===== src/rtl/apb_arb_pkg.sv =====
// apb_arb_pkg: shared state encoding, requester id type and watchdog read data for apb_arbiter.
package apb_arb_pkg;
   typedef enum logic [1:0] {IDLE, SETUP, ACCESS} apb_state_t;
   typedef logic req_id_t;
   localparam logic [15:0] TIMEOUT_DATA = 16'hDEAD;
endpackage


===== src/rtl/arb_rr2.sv =====
// arb_rr2: two-way grant function with a last-granted pointer for round-robin fairness.
module arb_rr2
   import apb_arb_pkg::*;
(
   input  logic       clk,
   input  logic       reset_n,
   input  logic [1:0] req,
   input  logic       update,
   input  logic       rr_en,
   output req_id_t    gnt,
   output logic       vld
);
   req_id_t last_q, last_d;
   assign vld = |req;
   assign gnt = (req == 2'b11) ? (rr_en ? ~last_q : 1'b0) : req[1];
   always_comb last_d = (update && vld) ? gnt : last_q;
   // Pointer resets to "requester 1 went last" so requester 0 wins first contention.
   always_ff @(posedge clk or negedge reset_n) begin
      if (!reset_n) last_q <= 1'b1;
      else          last_q <= last_d;
   end
endmodule


===== src/rtl/apb_arbiter.sv =====
// apb_arbiter: two-requester APB master running SETUP/ACCESS on one shared bus.
// Defining APB_TIMEOUT_EN adds an ACCESS-phase watchdog that aborts with err and 16'hDEAD.
module apb_arbiter
   import apb_arb_pkg::*;
#(
   parameter int ADDR_W         = 16,
   parameter int DATA_W         = 16,
   parameter bit RR_EN          = 1'b1,
   parameter int TIMEOUT_CYCLES = 64
) (
   input  logic              clk,
   input  logic              reset_n,
   input  logic              m0_req,
   input  logic [ADDR_W-1:0] m0_addr,
   input  logic              m0_write,
   input  logic [DATA_W-1:0] m0_wdata,
   output logic              m0_done,
   output logic [DATA_W-1:0] m0_rdata,
   output logic              m0_err,
   input  logic              m1_req,
   input  logic [ADDR_W-1:0] m1_addr,
   input  logic              m1_write,
   input  logic [DATA_W-1:0] m1_wdata,
   output logic              m1_done,
   output logic [DATA_W-1:0] m1_rdata,
   output logic              m1_err,
   output logic              psel,
   output logic              penable,
   output logic              pwrite,
   output logic [ADDR_W-1:0] paddr,
   output logic [DATA_W-1:0] pwdata,
   input  logic [DATA_W-1:0] prdata,
   input  logic              pready,
   output logic              grant_id
);
   apb_state_t             state_q, state_d;
   logic [ADDR_W-1:0]      paddr_q, paddr_d;
   logic [DATA_W-1:0]      pwdata_q, pwdata_d;
   logic                   pwrite_q, pwrite_d, psel_q, psel_d, penable_q, penable_d;
   req_id_t                grant_q, grant_d, gnt;
   logic                   gnt_vld, timeout;
   logic [1:0]             done_q, done_d, err_q, err_d;
   logic [1:0][DATA_W-1:0] rdata_q, rdata_d;

   // A requester still showing its done pulse holds a stale req and must not re-win.
   arb_rr2 u_arb (
      .clk     (clk),
      .reset_n (reset_n),
      .req     ({m1_req & ~done_q[1], m0_req & ~done_q[0]}),
      .update  (state_q == IDLE),
      .rr_en   (RR_EN),
      .gnt     (gnt),
      .vld     (gnt_vld)
   );

`ifdef APB_TIMEOUT_EN
   localparam int CW = $clog2(TIMEOUT_CYCLES + 1);
   logic [CW-1:0] cnt_q, cnt_d;
   assign timeout = (state_q == ACCESS) && (cnt_q == CW'(TIMEOUT_CYCLES - 1));
   always_comb cnt_d = (state_q == SETUP) ? '0 : (state_q == ACCESS && !pready) ? cnt_q + 1'b1 : cnt_q;
   always_ff @(posedge clk or negedge reset_n) begin
      if (!reset_n) cnt_q <= '0;
      else          cnt_q <= cnt_d;
   end
`else
   // Watchdog absent: the comparison is constant false, so ACCESS waits forever.
   assign timeout = (TIMEOUT_CYCLES < 0);
`endif

   always_comb begin
      state_d   = state_q;
      paddr_d   = paddr_q;
      pwdata_d  = pwdata_q;
      pwrite_d  = pwrite_q;
      psel_d    = psel_q;
      penable_d = penable_q;
      grant_d   = grant_q;
      rdata_d   = rdata_q;
      done_d    = '0;
      err_d     = '0;
      case (state_q)
         IDLE: if (gnt_vld) begin
            paddr_d  = gnt ? m1_addr : m0_addr;
            pwdata_d = gnt ? m1_wdata : m0_wdata;
            pwrite_d = gnt ? m1_write : m0_write;
            grant_d  = gnt;
            psel_d   = 1'b1;
            state_d  = SETUP;
         end
         SETUP: begin
            penable_d = 1'b1;
            state_d   = ACCESS;
         end
         ACCESS: if (pready || timeout) begin
            psel_d          = 1'b0;
            penable_d       = 1'b0;
            state_d         = IDLE;
            done_d[grant_q] = 1'b1;
            err_d[grant_q]  = timeout;
            if (!pwrite_q) rdata_d[grant_q] = timeout ? DATA_W'(TIMEOUT_DATA) : prdata;
         end
         default: state_d = IDLE;
      endcase
   end

   always_ff @(posedge clk or negedge reset_n) begin
      if (!reset_n) begin
         state_q   <= IDLE;
         paddr_q   <= '0;
         pwdata_q  <= '0;
         pwrite_q  <= 1'b0;
         psel_q    <= 1'b0;
         penable_q <= 1'b0;
         grant_q   <= 1'b0;
         done_q    <= '0;
         err_q     <= '0;
         rdata_q   <= '0;
      end else begin
         state_q   <= state_d;
         paddr_q   <= paddr_d;
         pwdata_q  <= pwdata_d;
         pwrite_q  <= pwrite_d;
         psel_q    <= psel_d;
         penable_q <= penable_d;
         grant_q   <= grant_d;
         done_q    <= done_d;
         err_q     <= err_d;
         rdata_q   <= rdata_d;
      end
   end

   assign psel     = psel_q;
   assign penable  = penable_q;
   assign pwrite   = pwrite_q;
   assign paddr    = paddr_q;
   assign pwdata   = pwdata_q;
   assign grant_id = grant_q;
   assign m0_done  = done_q[0];
   assign m1_done  = done_q[1];
   assign m0_err   = err_q[0];
   assign m1_err   = err_q[1];
   assign m0_rdata = rdata_q[0];
   assign m1_rdata = rdata_q[1];
endmodule


===== config.mk =====
export PLATFORM = sky130hd
export DESIGN_NAME = apb_arbiter
export DESIGN_NICKNAME = d
export VERILOG_FILES = /design/src/rtl/apb_arb_pkg.sv /design/src/rtl/arb_rr2.sv /design/src/rtl/apb_arbiter.sv
export SDC_FILE = /design/constraint.sdc
export NUM_CORES = 1
export LEC_CHECK = 0
export ABC_AREA = 0
export CELL_PAD_IN_SITES_DETAIL_PLACEMENT = 0
export CELL_PAD_IN_SITES_GLOBAL_PLACEMENT = 2
export CORE_UTILIZATION = 22
export DETAILED_ROUTE_END_ITERATION = 16
export PLACE_DENSITY = 0.84
export SLEW_MARGIN = 20
export SYNTH_ARGS = -nofsm -noshare
export SYNTH_HDL_FRONTEND = slang
export SYNTH_HIERARCHICAL = 1
export SYNTH_SLANG_ARGS = --single-unit

===== constraint.sdc =====
create_clock -name clk -period 1.64 [get_ports clk]
set_input_delay 0.328 -clock clk [delete_from_list [all_inputs] [get_ports clk]]
set_output_delay 0.328 -clock clk [all_outputs]
set_load 0.1 [all_outputs]

==> results_dict.tcl, run 1 <==
set metrics [dict create \
    status "finished, final reports clean" \
    maxSlewViolCount 0 \
    cp.arrival_ns 1.80 \
    mostFrequentLayoutCells "clkdlybuf4s50_1 (85), buf_12 (77), dfrtp_1 (68), a21oi_1 (36), nor2_1 (34)" \
    clk_path_buf_depth 2 \
    period_needed_ns 1.58 \
    fp-row-count 43 \
    crit_type "reg -> reg" \
    hold_violations 0 \
    busiest_layer "met2" \
    max_freq_mhz 631 \
    crit_path_top_delay_cell "dfrtp_4" \
    dpl_cell_area_um2 5800 \
    synth_top_area_cell "dfrtp_1" \
    dr.pass1.iters 4 \
    coreArea_um2 13900 \
    numPortBuffers 156 \
    vias_per_cell 4.22 \
    htreeDepth 3 \
    yosys.area.top_type_share_pct 57.1 \
    setup_tns_ns 0 \
    grt_pass1_wl_um 13700 \
    path_delay_family "flip-flops" \
    diodes 0 \
    grt_usage_pct 12.5 \
    wl_per_cell_um 15.3 \
    ios 159 \
    syn-instance-count 250 \
    crit_start "done_q[0]" \
    cts_root_buffer "clkbuf_16" \
    synth.cell_area_um2 3160 \
    grt_use_met3_pct 5.95 \
    drc_errors 0 \
    worst-endpoint-required_ns 1.86 \
    cp-end-kind "register" \
    r2r_start "done_q[0]" \
    layout-drive-gt1-share_pct 39.9 \
    maxCapViolCount 0 \
    setup_viol_count_final 0 \
    grt_max_degree 74 \
    cts.reportedPaths.clkPinSlew_ns 0.06 \
    hp-class "in -> async" \
    fin_nets 516 \
    clk_latency_ns 0.33 \
    vias 2591 \
    cp_max_fo 8 \
    synth_area_leaders "dfrtp_1 (57%), mux2i_1 (10%), mux2_2 (8.2%)" \
    drtIter0Drc 55 \
    ys_ff_latch 73 \
    overflow 0 \
    start_util_pct 22.6 \
    ys_seq_area_share_pct 57.9 \
    die-area_um2 14800 \
    dpl.hpwl_um 6780 \
    worst_setup_path_start_kind "register" \
    cts_tree "done" \
    area_delta_synth_final_pct 101 \
    first_global_vias 2746 \
    min_period_over_period_pct 96.6 \
    path_cells "nor2b_2, or2_2, nor3b_4, buf_12, mux2_2" \
    crit_buf_inv 1 \
    synthDistinctLibCells 29 \
    synth_warnings 6 \
    final_common_cell "clkdlybuf4s50_1" \
    grt_setup_unrepaired "true" \
    avgSynthCellArea_um2 12.6 \
    design_area_um2 6350 \
    hold_slack_ns 0.00200 \
    cts_buffers 9 \
    clock_skew_ns 0.00720 \
    die_h_um 122 \
    cts.sinks 73 \
    die_x_um 122 \
    ant_nets 0 \
    grtUsageMet1_pct 14.0 \
    use_met2_pct 19.9 \
    antenna_found_initial 0 \
    critical-path-max-stage-delay_ns 0.49 \
    gp_congestion 0.688 \
    wirelength_um 9390 \
]
## stage by stage
step	utilization [%]	setup slack, ns	instances
final	45.6	0.0551	614
after global routing	45.6	-0.0126	614
after global placement	41.6	-0.381	590
after floorplan	-	-0.133	251
after detailed placement	41.6	-0.436	590
after CTS	44.0	0.0156	606
## what timing repair did
action,in CTS,in global routing
hold buffers,0,0
endpoints found under the setup margin,17,24
resized for setup,3,15
setup buffers,0,3
cloned,0,5
## final timing paths
check | endpoint | slack, ns | cells past startpoint
hold / removal | paddr[1] | 0.002 | 2
setup reg to reg | grant_id | 0.06 | 5
min in group clk | u_arb/last_q | 0.54 | 2
max in group asynchronous | done_q[0] | 1.29 | 2
hold reg to reg | u_arb/last_q | 0.54 | 2
setup / recovery | grant_id | 0.06 | 5
## flip-flops by register name (all words and copies together), names as in the netlist, 2 cells and up
register	count
m0_rdata	16
m1_rdata	16
paddr	16
pwdata	16
done_q	2
state_q	2
## kinds of logic (layout without fill, tap and decap cells)
group / count (synthesis) / in the layout / share of synthesized area (%)
AND/OR/NAND/NOR: 48 / 48 / 7.69
buffers and inverters: 20 / 203 / 4.04
AO/OA/AOI/OAI: 41 / 41 / 6.66
flip-flops: 73 / 73 / 57.9
multiplexers: 66 / 66 / 23.4
other: 2 / 3 / 0.238
## synth_stat cells, drive strengths merged
cell,number
buf,14
or2,1
nand2b,1
conb,2
and3,1
dfrtp,72
o22ai,1
o21ai,1
inv,3
and4bb,1
nor2,35
a21oi,37
clkbuf,3
nand2,3
a31oi,1
mux2,33
nand3b,1
and2b,1
nor2b,3
a21boi,1
nor3b,1
mux2i,33
dfstp,1
## per-layer routing
layer / part of all wire [%] / wire, um
met4: 1.5 / 137
met2: 49 / 4570
met3: 11 / 1010
met5: 0 / 0
met1: 39 / 3670
## layout make-up
cell class	count	area, um^2
tap	180	225
timing repair buffer	184	2650
multi-input combinational	158	1300
inverter	3	11.3
sequential	73	1840
clock inverter	4	50.0
fill	1204	7590
clock buffer	12	267
## worst reg2reg max path, delay by kind of cell (launching register included)
kind / cells / cell delay (ns)
simple gates: 3 / 0.49
flops: 1 / 0.49
mux: 1 / 0.33
buf+inv: 1 / 0.17
Power of run 1 is not shown: default switching activity piles up to over one toggle a cycle in this logic, so the estimate is an artifact.
==> run 2, diff against run 1 <==
Settings changed: CORE_MARGIN set to 4.
==> results_dict.tcl, run 2 (same netlist as run 1, synthesis figures left out) <==
set metrics [dict create \
    status "finished, final reports clean" \
    gp_congestion 0.748 \
    die_h_um 128 \
    ant_nets 0 \
    reg2reg_slack_ns 0.008 \
    htreeDepth 3 \
    final_common_cell "clkdlybuf4s50_1" \
    cp-end-kind "register" \
    vias 2599 \
    diodes 0 \
    vias_per_cell 4.23 \
    num-fill-cells 1245 \
    r2r_start "done_q[1]" \
    dr.pass1.iters 4 \
    maxCapViolCount 0 \
    antenna_found_initial 0 \
    cp.arrival_ns 1.84 \
    drc_errors 0 \
    clk_path_buf_depth 2 \
    cts.reportedPaths.clkPinSlew_ns 0.05 \
    cts_root_buffer "clkbuf_16" \
    max_freq_mhz 613 \
    first_global_vias 2687 \
    coreArea_um2 14000 \
    clock_skew_ns 0.00503 \
    relSlewSlack_pct 65.2 \
    setup_viol_count_final 0 \
    grt_setup_unrepaired "true" \
    cts.sinks 73 \
    rr_endpoint "paddr[2]" \
    fin_nets 516 \
    area_delta_synth_final_pct 103 \
    cts_hold_buf 0 \
    worst_slew_pin_slew_ns 0.522 \
    worst-endpoint-required_ns 1.85 \
    cts_tree "done" \
    hold_violations 0 \
    ios 159 \
    clk_latency_ns 0.33 \
    wirelength_um 10500 \
    grt_pass1_wl_um 14300 \
    crit_type "reg -> reg" \
    start_util_pct 22.6 \
    die-area_um2 16300 \
    layout-drive-gt1-share_pct 42.6 \
    min_period_over_period_pct 99.5 \
    worst_setup_path_start_kind "register" \
    overflow 0 \
    die_x_um 128 \
    grt_max_degree 63 \
    cts_buffers 9 \
    cp_max_fo 16 \
    numPortBuffers 156 \
    grt_usage_pct 11.4 \
    drtIter0Drc 90 \
    wl_per_cell_um 17.1 \
    design_area_um2 6400 \
    hp-class "in -> async" \
    reg2regPathDepth 6 \
    mostFrequentLayoutCells "clkdlybuf4s50_1 (85), buf_12 (74), dfrtp_1 (68), a21oi_1 (29)" \
    maxSlewViolCount 0 \
    dpl_cell_area_um2 5730 \
    fp-row-count 43 \
    period_needed_ns 1.63 \
    dpl.hpwl_um 7000 \
]
## run 2: changes by cell type in the layout (fill, tap and decap cells not counted), sizes merged
cell      previous run  this run
clkbuf              16        15
clkinv               1         2
bufinv               1         2
clkinvlp             2         1
## run 2: worst max-delay path: stages, from the launching register on
cell and delay (ns):
dfrtp_4 0.49, nor2b_4 0.14, a21boi_4 0.18, buf_4 0.14, buf_12 0.17, mux2i_1 0.29
a21oi_1 0.10
## run 2: repair_timing
action,CTS,global route
buffers inserted,2,2
gates cloned,1,7
resized for setup,6,33
pin swaps,0,2
endpoints found under the hold margin,0,0
setup endpoints to repair,31,31
## run 2: worst max-delay path by stage
stage                     startpoint           end  slack, ns
after floorplan               pwrite  m0_rdata[10]      -0.13
after global placement        m1_req     paddr[15]      -0.33
after detailed placement      m1_req      paddr[2]      -0.42
after CTS                  done_q[1]      paddr[5]     -0.007
after global routing       done_q[1]     pwdata[8]      -0.09
final                      done_q[1]      paddr[2]      0.008
## run 2: layer usage
layer  part of all wire [%]  global-route usage [%]  wire, um  vias up
met5                      0                       0         0        -
met4                    1.6                    4.87       166        0
met3                     13                    7.08      1310       13
met2                     45                    17.5      4770      130
met1                     40                    12.7      4250     1236
li1                       -                       -         -     1220
## run 2: area by class of cell
type | instances | area [um^2] | area share [%]
multi-input combinational | 158 | 1360 | 21.3
inverter | 3 | 11.3 | 0.176
clock buffer | 11 | 253 | 3.95
sequential | 73 | 1840 | 28.7
clock inverter | 5 | 77.6 | 1.21
timing repair buffer | 184 | 2630 | 41.1
tap | 180 | 225 | 3.52
## run 2: through the flow
stage          instances  hold slack (ns)  setup slack, ns  setup TNS (ns)  util (%)
3_5_place_dp         586            0.389           -0.416          -19.21      40.9
6_report             614           0.0238          0.00836               0      45.8
3_3_place_gp         586            0.382           -0.330          -16.45      40.9
5_1_grt              614           0.0464          -0.0854           -1.64      45.8
2_1_floorplan        251           0.0324           -0.133           -4.69         -
4_1_cts              605           0.0225         -0.00735        -0.00735      43.8
Power of run 2 is left out for the same reason.
==> run 3, diff against run 2 <==
Settings changed: ABC_AREA 0 to 1, ABC_CLOCK_PERIOD_IN_PS set to 1640, CORE_UTILIZATION 22 to 19, PLACE_DENSITY 0.84 to 0.81, SLEW_MARGIN 20 to 10.
==> results_dict.tcl, run 3 <==
set metrics [dict create \
    synth_edf_count 0 \
    grt_pass1_wl_um 18200 \
    area_delta_synth_final_pct 88.6 \
    crit_start "done_q[1]" \
    hp-class "in -> async" \
    status "finished with violations" \
    avgSynthCellArea_um2 7.78 \
    dpl_worst_slack_ns -0.201 \
    clk_latency_ns 0.34 \
    multiInputGateArea_um2 1360 \
    synth_top_area_cell "dfrtp_1" \
    first_global_vias 3567 \
    critical-path-max-stage-delay_ns 0.50 \
    mostFrequentLayoutCells "nand2_1 (270), clkdlybuf4s50_1 (85), buf_12 (77), dfrtp_1 (68), nand3_1 (33)" \
    synth_warnings 6 \
    synth.cell_area_um2 3350 \
    htreeDepth 3 \
    num-fill-cells 1730 \
    layout-drive-gt1-share_pct 20.3 \
    fp-row-count 48 \
    grt_max_degree 74 \
    wirelength_um 11000 \
    cp-end-kind "register" \
    final_common_cell "nand2_1" \
    synth_ff_type "dfrtp_1" \
    dpl.hpwl_um 8240 \
    worst-endpoint-required_ns 1.87 \
    fin_nets 678 \
    synthDistinctLibCells 24 \
    ys_seq_area_share_pct 54.6 \
    synthTopCellsByCount "nand2_1 (270), dfrtp_1 (72), nand3_1 (33)" \
    drc_errors 0 \
    grt_usage_pct 11.6 \
    ys_ff_latch 73 \
    cp_max_fo 10 \
    use_met2_pct 19.4 \
    vias_per_cell 3.96 \
    grt_use_met3_pct 4.58 \
    synth_area_leaders "dfrtp_1 (54%), nand2_1 (30%), nand3_1 (4.9%)" \
    min_period_over_period_pct 90.8 \
    max_freq_mhz 672 \
    busiest_layer "met2" \
    setup_viol_count_final 0 \
    clock_skew_ns 0.00361 \
    worst_setup_path_start_kind "register" \
    antenna_found_initial 0 \
    syn-instance-count 430 \
    maxSlewViolCount 0 \
    coreArea_um2 17300 \
    maxCapViolCount 0 \
    grt_setup_unrepaired "false" \
    grtUsageMet1_pct 13.6 \
    yosys.area.top_type_share_pct 53.9 \
    yosysMostFrequentCell "nand2_1" \
    relSlewSlack_pct 62.9 \
    drtIter0Drc 111 \
    path_delay_family "flip-flops" \
    regArea_um2 1840 \
    violations "hold timing" \
    design_area_um2 6310 \
    die-area_um2 19800 \
    dpl_cell_area_um2 5980 \
    crit_buf_inv 2 \
    hold_violations 12 \
    overflow 0 \
    diodes 0 \
    cts_buffers 9 \
    cts.sinks 73 \
    cts_tree "done" \
    gp_congestion 0.770 \
    setup_tns_ns 0 \
    start_util_pct 19.3 \
    ios 159 \
    cp.arrival_ns 1.72 \
    die_h_um 141 \
    numPortBuffers 156 \
    wl_per_cell_um 13.4 \
    setup_slack_ns 0.151 \
    vias 3255 \
    worst_slew_pin_slew_ns 0.556 \
    post-cts-setup-buffer-count 0 \
    crit_path_top_delay_cell "dfrtp_4" \
    clk_path_buf_depth 2 \
    crit_type "reg -> reg" \
    ant_nets 0 \
    dr.pass1.iters 6 \
    cts.reportedPaths.clkPinSlew_ns 0.06 \
    synth_async_sr_flop_share_pct 100 \
    path_cells "nor2_4, a21boi_4, inv_2, buf_4, nand2_1, nand2_1, nand2_1, nand2_1" \
    cts_root_buffer "clkbuf_16" \
    cpMostUsedCell "nand2_1" \
    die_x_um 141 \
    period_needed_ns 1.49 \
    hold_slack_ns -0.0339 \
    r2r_start "done_q[1]" \
]
[run 3: cell types whose count changed after synthesis, sizes merged, moves of 3 or more]
cell and delta:
inv +7, a21oi -37, mux2i -33, o21ai +5, mux2 -33, nand2 +269, nand3 +34, nor2b -3
buf +6, nor2 -28
[run 3: worst paths after layout]
check / end / slack [ns] / cells past startpoint
max: pwdata[6] / 0.15 / 8
min: pwdata[3] / -0.03 / 2
max reg2reg: pwdata[6] / 0.15 / 8
min reg2reg: u_arb/last_q / 0.47 / 2
max in group asynchronous: done_q[1] / 1.25 / 2
min in group clk: u_arb/last_q / 0.47 / 2
[run 3: what timing repair did]
item | in CTS | in global routing
hold buffers | 0 | 0
setup endpoints to repair | 0 | 13
resized for setup | 0 | 2
[run 3: cells by family after synthesis]
family	share of synthesized area [%]
flip-flops	54.6
other	0.224
AND/OR/NAND/NOR	38.5
AO/OA/AOI/OAI	1.12
buffers and inverters	5.50
[run 3: cell type report]
| type | instances | share of cell area (%) |
|---|---|---|
| clock inverters | 6 | 1.43 |
| inverters | 10 | 0.674 |
| repair buffers | 171 | 39.0 |
| flip-flops and latches | 73 | 29.1 |
| multi-input cells | 326 | 21.5 |
| clock buffers | 10 | 3.79 |
| well taps | 225 | 4.46 |
[run 3: worst reg2reg max path, cell delays in order (launching register included)]
cell,delay [ns]
dfrtp_4,0.50
nor2_4,0.16
a21boi_4,0.24
inv_2,0.09
buf_4,0.18
nand2_1,0.06
nand2_1,0.05
nand2_1,0.06
nand2_1,0.04
[run 3: metal layers]
metal	up-vias	share of wire, %
li1	1634	-
met3	13	8.3
met4	0	1.4
met1	1500	42
met5	-	0
met2	108	48
[run 3: metrics by stage]
stage / instances / utilization, %
after CTS: 821 / 36.5
after floorplan: 431 / -
after global placement: 805 / 34.5
final: 821 / 36.5
after detailed placement: 805 / 34.5
after global routing: 821 / 36.5
Power of run 3 is left out for the same reason.
